File: src/rtl/fifo_ctrl_pkg.sv
// Shared definitions for the staging-FIFO write-side control logic.
package fifo_ctrl_pkg;

   localparam int FIFO_DATA_W = 48;
   localparam int FIFO_DEPTH  = 4;

   typedef enum logic {
      IDLE  = 1'b0,
      BURST = 1'b1
   } arb_state_t;

endpackage

File: src/rtl/fifo_wr_arbiter_rr_pick.sv
// Round-robin first-one finder: returns the first set bit of req found by
// scanning upward from start and wrapping modulo N.
module rr_pick #(
   parameter int N     = 4,
   parameter int IDX_W = $clog2(N)
) (
   input  logic [N-1:0]     req,
   input  logic [IDX_W-1:0] start,
   output logic             found,
   output logic [IDX_W-1:0] idx
);

   // Index that is off positions past start, wrapped into 0..N-1.
   function automatic logic [IDX_W-1:0] wrap_add(input logic [IDX_W-1:0] base, input int off);
      int s;
      s = int'(base) + off;
      if (s >= N) begin
         s = s - N;
      end
      return IDX_W'(s);
   endfunction

   // Scan every position once; the first hit in scan order wins.
   always_comb begin
      found = 1'b0;
      idx   = '0;
      for (int i = 0; i < N; i++) begin
         if (!found && req[wrap_add(start, i)]) begin
            found = 1'b1;
            idx   = wrap_add(start, i);
         end
      end
   end

endmodule

File: src/rtl/fifo_wr_arbiter.sv
// Round-robin write arbiter and credit controller for the staging FIFO.
// Producers are granted whole bursts in turn; beats are only accepted while
// the locally tracked occupancy shows a free slot, so the FIFO's lagging
// full flag is never needed.
module fifo_wr_arbiter
   import fifo_ctrl_pkg::*;
#(
   parameter int NUM_REQ = 4,
   parameter int DATA_W  = FIFO_DATA_W,
   parameter int DEPTH   = FIFO_DEPTH,
   parameter int CNT_W   = 3
) (
   input  logic                         clk,
   input  logic                         reset,
   input  logic [NUM_REQ-1:0]           req_valid,
   input  logic [NUM_REQ-1:0]           req_last,
   input  logic [NUM_REQ*DATA_W-1:0]    req_data,
   output logic [NUM_REQ-1:0]           req_ready,
   input  logic                         rd_pop,
   output logic                         fifo_wr_en,
   output logic [DATA_W-1:0]            fifo_wr_data,
   output logic                         grant_valid,
   output logic [$clog2(NUM_REQ)-1:0]   grant_id,
   output logic [CNT_W-1:0]             occupancy,
   output logic                         err_pop_empty
);

   localparam int ID_W = $clog2(NUM_REQ);

   arb_state_t          state_q, state_d;
   logic [ID_W-1:0]     rr_ptr_q, rr_ptr_d;
   logic                grant_valid_q, grant_valid_d;
   logic [ID_W-1:0]     grant_id_q, grant_id_d;
   logic [CNT_W-1:0]    occupancy_q, occupancy_d;
   logic                wr_en_q, wr_en_d;
   logic [DATA_W-1:0]   wr_data_q, wr_data_d;
   logic                err_q, err_d;

   logic                pick_found;
   logic [ID_W-1:0]     pick_idx;
   logic                credit_ok;
   logic                owner_valid;
   logic                owner_last;
   logic [DATA_W-1:0]   owner_data;
   logic                accept;
   logic                pop_ok;

   // Saturating occupancy update: a simultaneous push and pop cancel out,
   // and the count is clamped to 0..DEPTH.
   function automatic logic [CNT_W-1:0] occ_next(input logic [CNT_W-1:0] cur,
                                                 input logic inc,
                                                 input logic dec);
      logic [CNT_W-1:0] nxt;
      nxt = cur;
      if (inc && !dec && (cur < CNT_W'(DEPTH))) begin
         nxt = cur + 1'b1;
      end else if (dec && !inc && (cur != '0)) begin
         nxt = cur - 1'b1;
      end
      return nxt;
   endfunction

   rr_pick #(
      .N     (NUM_REQ),
      .IDX_W (ID_W)
   ) u_rr_pick (
      .req   (req_valid),
      .start (rr_ptr_q),
      .found (pick_found),
      .idx   (pick_idx)
   );

   // Credit and ready use registered occupancy only; a pop this cycle
   // frees its slot for the next cycle, not this one.
   always_comb begin
      credit_ok   = (occupancy_q < CNT_W'(DEPTH));
      owner_valid = req_valid[grant_id_q];
      owner_last  = req_last[grant_id_q];
      owner_data  = req_data[int'(grant_id_q)*DATA_W +: DATA_W];
      accept      = (state_q == BURST) && owner_valid && credit_ok;
      pop_ok      = rd_pop && (occupancy_q != '0);
      req_ready   = '0;
      for (int i = 0; i < NUM_REQ; i++) begin
         req_ready[i] = (state_q == BURST) && (grant_id_q == ID_W'(i)) && credit_ok;
      end
   end

   // Next-state logic for the arbiter FSM, write stage, counter and error flag.
   always_comb begin
      state_d       = state_q;
      rr_ptr_d      = rr_ptr_q;
      grant_valid_d = grant_valid_q;
      grant_id_d    = grant_id_q;
      occupancy_d   = occ_next(occupancy_q, accept, pop_ok);
      wr_en_d       = accept;
      wr_data_d     = accept ? owner_data : wr_data_q;
      err_d         = err_q | (rd_pop && (occupancy_q == '0));

      case (state_q)
         IDLE: begin
            if (pick_found) begin
               state_d       = BURST;
               grant_valid_d = 1'b1;
               grant_id_d    = pick_idx;
            end
         end
         BURST: begin
            if (accept && owner_last) begin
               state_d       = IDLE;
               grant_valid_d = 1'b0;
               rr_ptr_d      = (grant_id_q == ID_W'(NUM_REQ - 1)) ? '0 : grant_id_q + 1'b1;
            end
         end
         default: begin
            state_d       = IDLE;
            grant_valid_d = 1'b0;
         end
      endcase
   end

   // State registers; reset abandons any burst and drops a pending write.
   always_ff @(posedge clk or posedge reset) begin
      if (reset) begin
         state_q       <= IDLE;
         rr_ptr_q      <= '0;
         grant_valid_q <= 1'b0;
         grant_id_q    <= '0;
         occupancy_q   <= '0;
         wr_en_q       <= 1'b0;
         wr_data_q     <= '0;
         err_q         <= 1'b0;
      end else begin
         state_q       <= state_d;
         rr_ptr_q      <= rr_ptr_d;
         grant_valid_q <= grant_valid_d;
         grant_id_q    <= grant_id_d;
         occupancy_q   <= occupancy_d;
         wr_en_q       <= wr_en_d;
         wr_data_q     <= wr_data_d;
         err_q         <= err_d;
      end
   end

   assign fifo_wr_en    = wr_en_q;
   assign fifo_wr_data  = wr_data_q;
   assign grant_valid   = grant_valid_q;
   assign grant_id      = grant_id_q;
   assign occupancy     = occupancy_q;
   assign err_pop_empty = err_q;

endmodule

File: config.mk
export PLATFORM = sky130hd
export DESIGN_NAME = fifo_wr_arbiter
export DESIGN_NICKNAME = d
export VERILOG_FILES = /design/src/rtl/fifo_ctrl_pkg.sv /design/src/rtl/fifo_wr_arbiter_rr_pick.sv /design/src/rtl/fifo_wr_arbiter.sv
export SDC_FILE = /design/constraint.sdc
export NUM_CORES = 1
export LEC_CHECK = 0
export ABC_AREA = 1
export CAP_MARGIN = 20
export CORE_MARGIN = 2
export CORE_UTILIZATION = 37
export DETAILED_ROUTE_END_ITERATION = 16
export GPL_TIMING_DRIVEN = 0
export PLACE_DENSITY = 0.86
export SLEW_MARGIN = 20
export SYNTH_ARGS = -nofsm -noshare
export SYNTH_HDL_FRONTEND = slang
export SYNTH_SLANG_ARGS = --single-unit
File: constraint.sdc
create_clock -name clk -period 2.3 [get_ports clk]
set_input_delay 0.575 -clock clk [delete_from_list [all_inputs] [get_ports clk]]
set_output_delay 0.575 -clock clk [all_outputs]
set_load 0.005 [all_outputs]
* Yosys cells after proc, flatten, opt, wreduce, memory -nomap -nowiden
Index checks and enable logic that the tools add are counted.
Word-level totals: register bits after elaboration 59, input port bits 203, output and inout bits 60, word-level logic and storage cells 102
Operators by class: $add $sub $neg 10, multipliers 1, $lt $le $gt $ge 10, equal/unequal tests 5, shift-type cells 1, muxes and demuxes 33, bitwise logic cells 2, reductions and logical operators 32
Operators by type and width (number):
- $shiftx A192 B9 Y48 | 1
- $logic_and A1 B1 Y1 | 20
- $mux W2 | 9
- $lt A2 B3 Y1 const B | 5
- $mux W1 | 14
- $bmux W1 S2 | 6
- $ge A3 B3 Y1 const B | 3
- $sub A2 B1 Y2 const B | 4
- $add A2 B2 Y3 const B | 2
- $mux W3 | 2
- $reduce_and A2 Y1 | 3
- $logic_not A1 Y1 | 5
- $eq A2 B2 Y1 const B | 2
- $mul A2 B2 Y4 const B | 1
- $pmux W1 S2 | 2
- $add A2 B1 Y3 const B | 1
- $add A3 B1 Y3 const B | 1
- $ge A2 B3 Y1 const B | 1
- $logic_not A3 Y1 | 1
- $lt A3 B3 Y1 const B | 1
- $reduce_bool A3 Y1 | 1
- $sub A3 B1 Y3 const B | 1
- $add A2 B1 Y2 const B | 1
- $eq A2 B1 Y1 const B | 1
- 6 further kinds | 6

* Longest topological paths before layout
Gate-level depths: netlist of the first run.
depth after elaboration 16, mapped depth 12

* Cells and area by module
Synthesis of the first run repeated with hierarchy kept, for this count alone.
Second synthesis, totals: cell total of the unflattened synthesis 621, area, all modules 4161.5 µm²
By module, submodules not included:
- fifo_wr_arbiter | times used 1, cells each 562, area an instance 3842.4 µm², seq. area each 1476.4 µm²
- rr_pick | times used 1, cells each 59, area an instance 319.1 µm², seq. area each 0.0 µm²

* Least setup slack after synthesis of the first run
No wires, ideal clock.
kind register -> output, start point register grant_id_q[1] (netlist: grant_id[1]), end point output req_ready[0], arrival 1287 ps, required time 1725 ps, setup slack 438 ps, cell stages (with the launch flop) 7, buffers on the path 2, cell sequence dfrtp_1 > buf_2 > inv_2 > clkbuf_1 > ha_1 > nand2_1 > nor2_1
On the way: cells in the longest elaborated chain, start to end 3
Ends and longest elaborated chain:
- start, declared | RTL line fifo_wr_arbiter.sv:33 | logic [ID_W-1:0] grant_id_q, grant_id_d;
- start signal, assigned | RTL line fifo_wr_arbiter.sv:136 | grant_id_q <= grant_id_d;
- $logic_not A2 Y1 | RTL line fifo_wr_arbiter.sv:84 | req_ready[i] = (state_q == BURST) && (grant_id_q == ID_W'(i)) && credit_ok;
- $logic_and A1 B1 Y1 (2 in series) | RTL line fifo_wr_arbiter.sv:84
- end, declared | RTL line fifo_wr_arbiter.sv:18 | output logic [NUM_REQ-1:0] req_ready,
No other way between the ends.

* Worst setup path after layout of the first run
start point register grant_id_q[0] (netlist: grant_id[0]), end point output req_ready[0]
The elaborated chain is that of the path after synthesis.

==> impl_metrics.toml, run 1 <==
[outcome]
status = "complete, no violations"

[logic_synthesis]
yosys_warnings = 0
muxShareOfSynthArea = 0
synthCells = 618
synth_top_family_by_area = "simple AND/OR/NAND/NOR gates"
synth-main-ff-cell = "dfrtp_1"
netlist_top_cells_area = "dfrtp_1 (37%), nor2_1 (23%), o21ai_0 (13%), a31oi_1 (7.4%), nand2_1 (6.1%)"
async_reset_ff_frac = 1.000
synth.top_cells.by_count = "nor2_1 (246), o21ai_0 (102), nand2_1 (66)"
ys_seq_area_frac = 0.3656
syn_area_um2 = 4039
synth_most_common_cell = "nor2_1"
synth_xor_area_frac = 0.002169
avgSynthCellArea_um2 = 6.535
synth_edf_count = 0
yosysUniqueCellTypes = 26
synthAdderAreaFrac = 0.01735
yosys.area.top_type_share = 0.3656
syn_nets = 826
synth-simple-area-share = 0.3166
ys_ff_latch = 59
synth_top_cell_by_area = "dfrtp_1"
synth-compound-area-share = 0.2110

[placed_design]
gp_congestion = 0.9298
preCtsSetupSlack_ns = -0.4748
io_buffers = 262
dp_hpwl_um = 13100
post_dp_cell_area_um2 = 6867

[die]
die_x_um = 108.5
core_area_um2 = 10750
fp.dieH_um = 108.5
initial_core_util = 0.3759
fp-row-count = 38
die_area_um2 = 11770
pin_count = 263

[timing]
fmax_mhz = 464.9
fin_crit_sh = 0.9353
worst_pin_slew_ns = 0.5591
finalWorstSetupSlack_ns = 0.1488
rsz0062_at_grt = "no"
fin_crit_ns = 2.151
slew_violations = 0
slew-limit-headroom = 0.6273
fin_skew_ns = 0.01090
setup-violations-final = 0
hold_viol = 0

[layout]
post-route-util = 0.6636
n_fill_cell = 986
final_cell_area_um2 = 7131
areaGrowthSynthToFinish_pct = 76.55
diodes = 0
final_nets = 1102
drive_above_1_share = 0.07341

[worst_setup_path]
worstPathCellList = "inv_2 > buf_12 > buf_8 > ha_1 > nand2_1 > nor2_1 > dlygate4sd2_1"
timing.rr.start = "grant_id[1]"
critPathMaxFanout = 11
worstSetupPathType = "reg -> out"
cp_slowest_cell = "dfrtp_2"
r2r_end = "occupancy[2]"
crit_end = "req_ready[0]"
worst_ep_required_time_ns = 1.73
crit_path_max_incr_delay_ns = 0.42
ff2ff_path_depth = 11
end_kind = "primary output"
cp-startpoint = "grant_id[0]"
worstPathArrival_ns = 1.58
rrSetupSlack_ns = 0.37
critPathLaunchType = "flop"

[global_routing]
grt_usage = 0.2866
antenna_found_initial = 0
grt_first_pass_wirelength_um = 25840
grt-ovfl-total = 0
grt_pass1_vias = 4986
grt_max_degree = 43

[drt]
ant_nets = 0
drt_iter0_markers = 334
drcViolationCount = 0
drt-total-wl_um = 17040
vias = 5221
wire_per_inst_um = 16.40
drt-pass1-iter-count = 5
viasPerCell = 5.025

[power]
power_density_nw_per_um2 = 1138
ir_worst_vdd_v = 0.0006160
finalPower_w = 0.008118
p_leak_nw = 3.025

[clock_tree]
cts_tree = "yes"
clock-sinks = 59
cts_buffers = 9
cts_max_level = 3
clockBufferDepth = 2
hold_buffers = 0
insertion_delay_ns = 0.34
cts_root_buf = "clkbuf_8"
cts.clk_slew.worst_paths_ns = 0.06

[worst_hold_path]
hp-class = "reg -> reg"

[job]
maxCapViolCount = 0
[power breakdown]
group / internal [W] / switching, W / leakage, nW
Clock: 0.000586 / 0.000441 / 0.108
Sequential: 0.00156 / 0.000342 / 0.653
Combinational: 0.00243 / 0.00276 / 2.26
Total: 0.00458 / 0.00354 / 3.02
[cell type report]
class | count | area (um2) | share of cell area
Tap cell | 140 | 175.2 | 0.02457
Inverter | 22 | 95.09 | 0.01334
Sequential cell | 59 | 1479 | 0.2074
Multi-Input combinational cell | 493 | 2210 | 0.3099
Buffer | 42 | 284.0 | 0.03983
Timing Repair Buffer | 267 | 2675 | 0.3752
Clock buffer | 12 | 165.2 | 0.02316
Clock inverter | 4 | 47.55 | 0.006668
[registers in the layout, indices dropped and copies added, names as in the netlist]
register / flops
fifo_wr_en: 1
err_pop_empty: 1
occupancy: 3
grant_valid: 1
rr_ptr_q: 2
fifo_wr_data: 48
state_q: 1
grant_id: 2
[metal layers]
layer  track usage  share of wire  up-vias  routed length (um)
met1        0.3453           0.40     2389                6833
met4       0.09799          0.026        0                 435
met5             0              0        -                   0
li1              -              -     2580                   -
met2        0.5018           0.49      218                8345
met3       0.06450          0.084       34                1428
[cells in the final DEF (no fill, tap or decap), types with 2 or more instances in the layout]
cell type / instances
inv_2: 4
buf_1: 4
dfrtp_2: 2
nand2_2: 4
inv_1: 15
nor2_1: 246
buf_4: 13
nand3_1: 11
nand2_1: 66
buf_2: 10
a31oi_1: 48
o21ai_0: 102
buf_6: 7
ha_1: 4
clkdlybuf4s50_1: 258
dlygate4sd2_1: 4
inv_4: 2
clkbuf_1: 10
clkbuf_8: 12
dfrtp_1: 57
a21oi_1: 3
clkinv_2: 2
[worst max-delay path: cells and delay by family (launching register included)]
family	cells	cell delay, ns
buffers and inverters	4	0.54
DFF	1	0.42
adders and majority gates	1	0.15
and+or+nand+nor	2	0.13
[logic make-up (layout without fill, tap and decap cells)]
kind of cell    Yosys count  count (layout)
compound gates          156             156
flops                    59              59
buf+inv                  66             347
xor+xnor                  1               1
simple gates            331             331
fa+ha+maj                 5               5
[stage by stage]
step	TNS [ns]	hold slack [ns]	instances
2_1_floorplan	0	0.4654	618
3_3_place_gp	-57.33	0.4596	1020
3_5_place_dp	-1.331	0.4782	1021
4_1_cts	0	0.5074	1039
5_1_grt	0	0.5167	1039
6_report	0	0.5050	1039
[worst min-delay path by stage]
stage / from / end / cells after the start
finish: grant_valid / grant_valid / 2
global route: grant_valid / grant_valid / 2
CTS: grant_valid / grant_valid / 2
detailed placement: grant_valid / grant_valid / 2
global placement: err_pop_empty / err_pop_empty / 1
floorplan: grant_valid / grant_valid / 2
[what timing repair did]
item / 4_1_cts / 5_1_grt
buffers inserted: 4 / 0
gates resized for setup: 16 / 0
endpoints found under the setup margin: 4 / 0
No activity file was read; power rests on OpenSTA's default activity.
==> run 2: changes to the inputs <==
- CTS_CLUSTER_SIZE: not set -> 8
==> results of run 2 <==
Final layout, timing and power as in run 1 (identical DEF).
==> run 3: changes to the inputs <==
- CAP_MARGIN: 20 -> not set
==> results of run 3 <==
Final layout, timing and power as in run 1 (identical DEF).
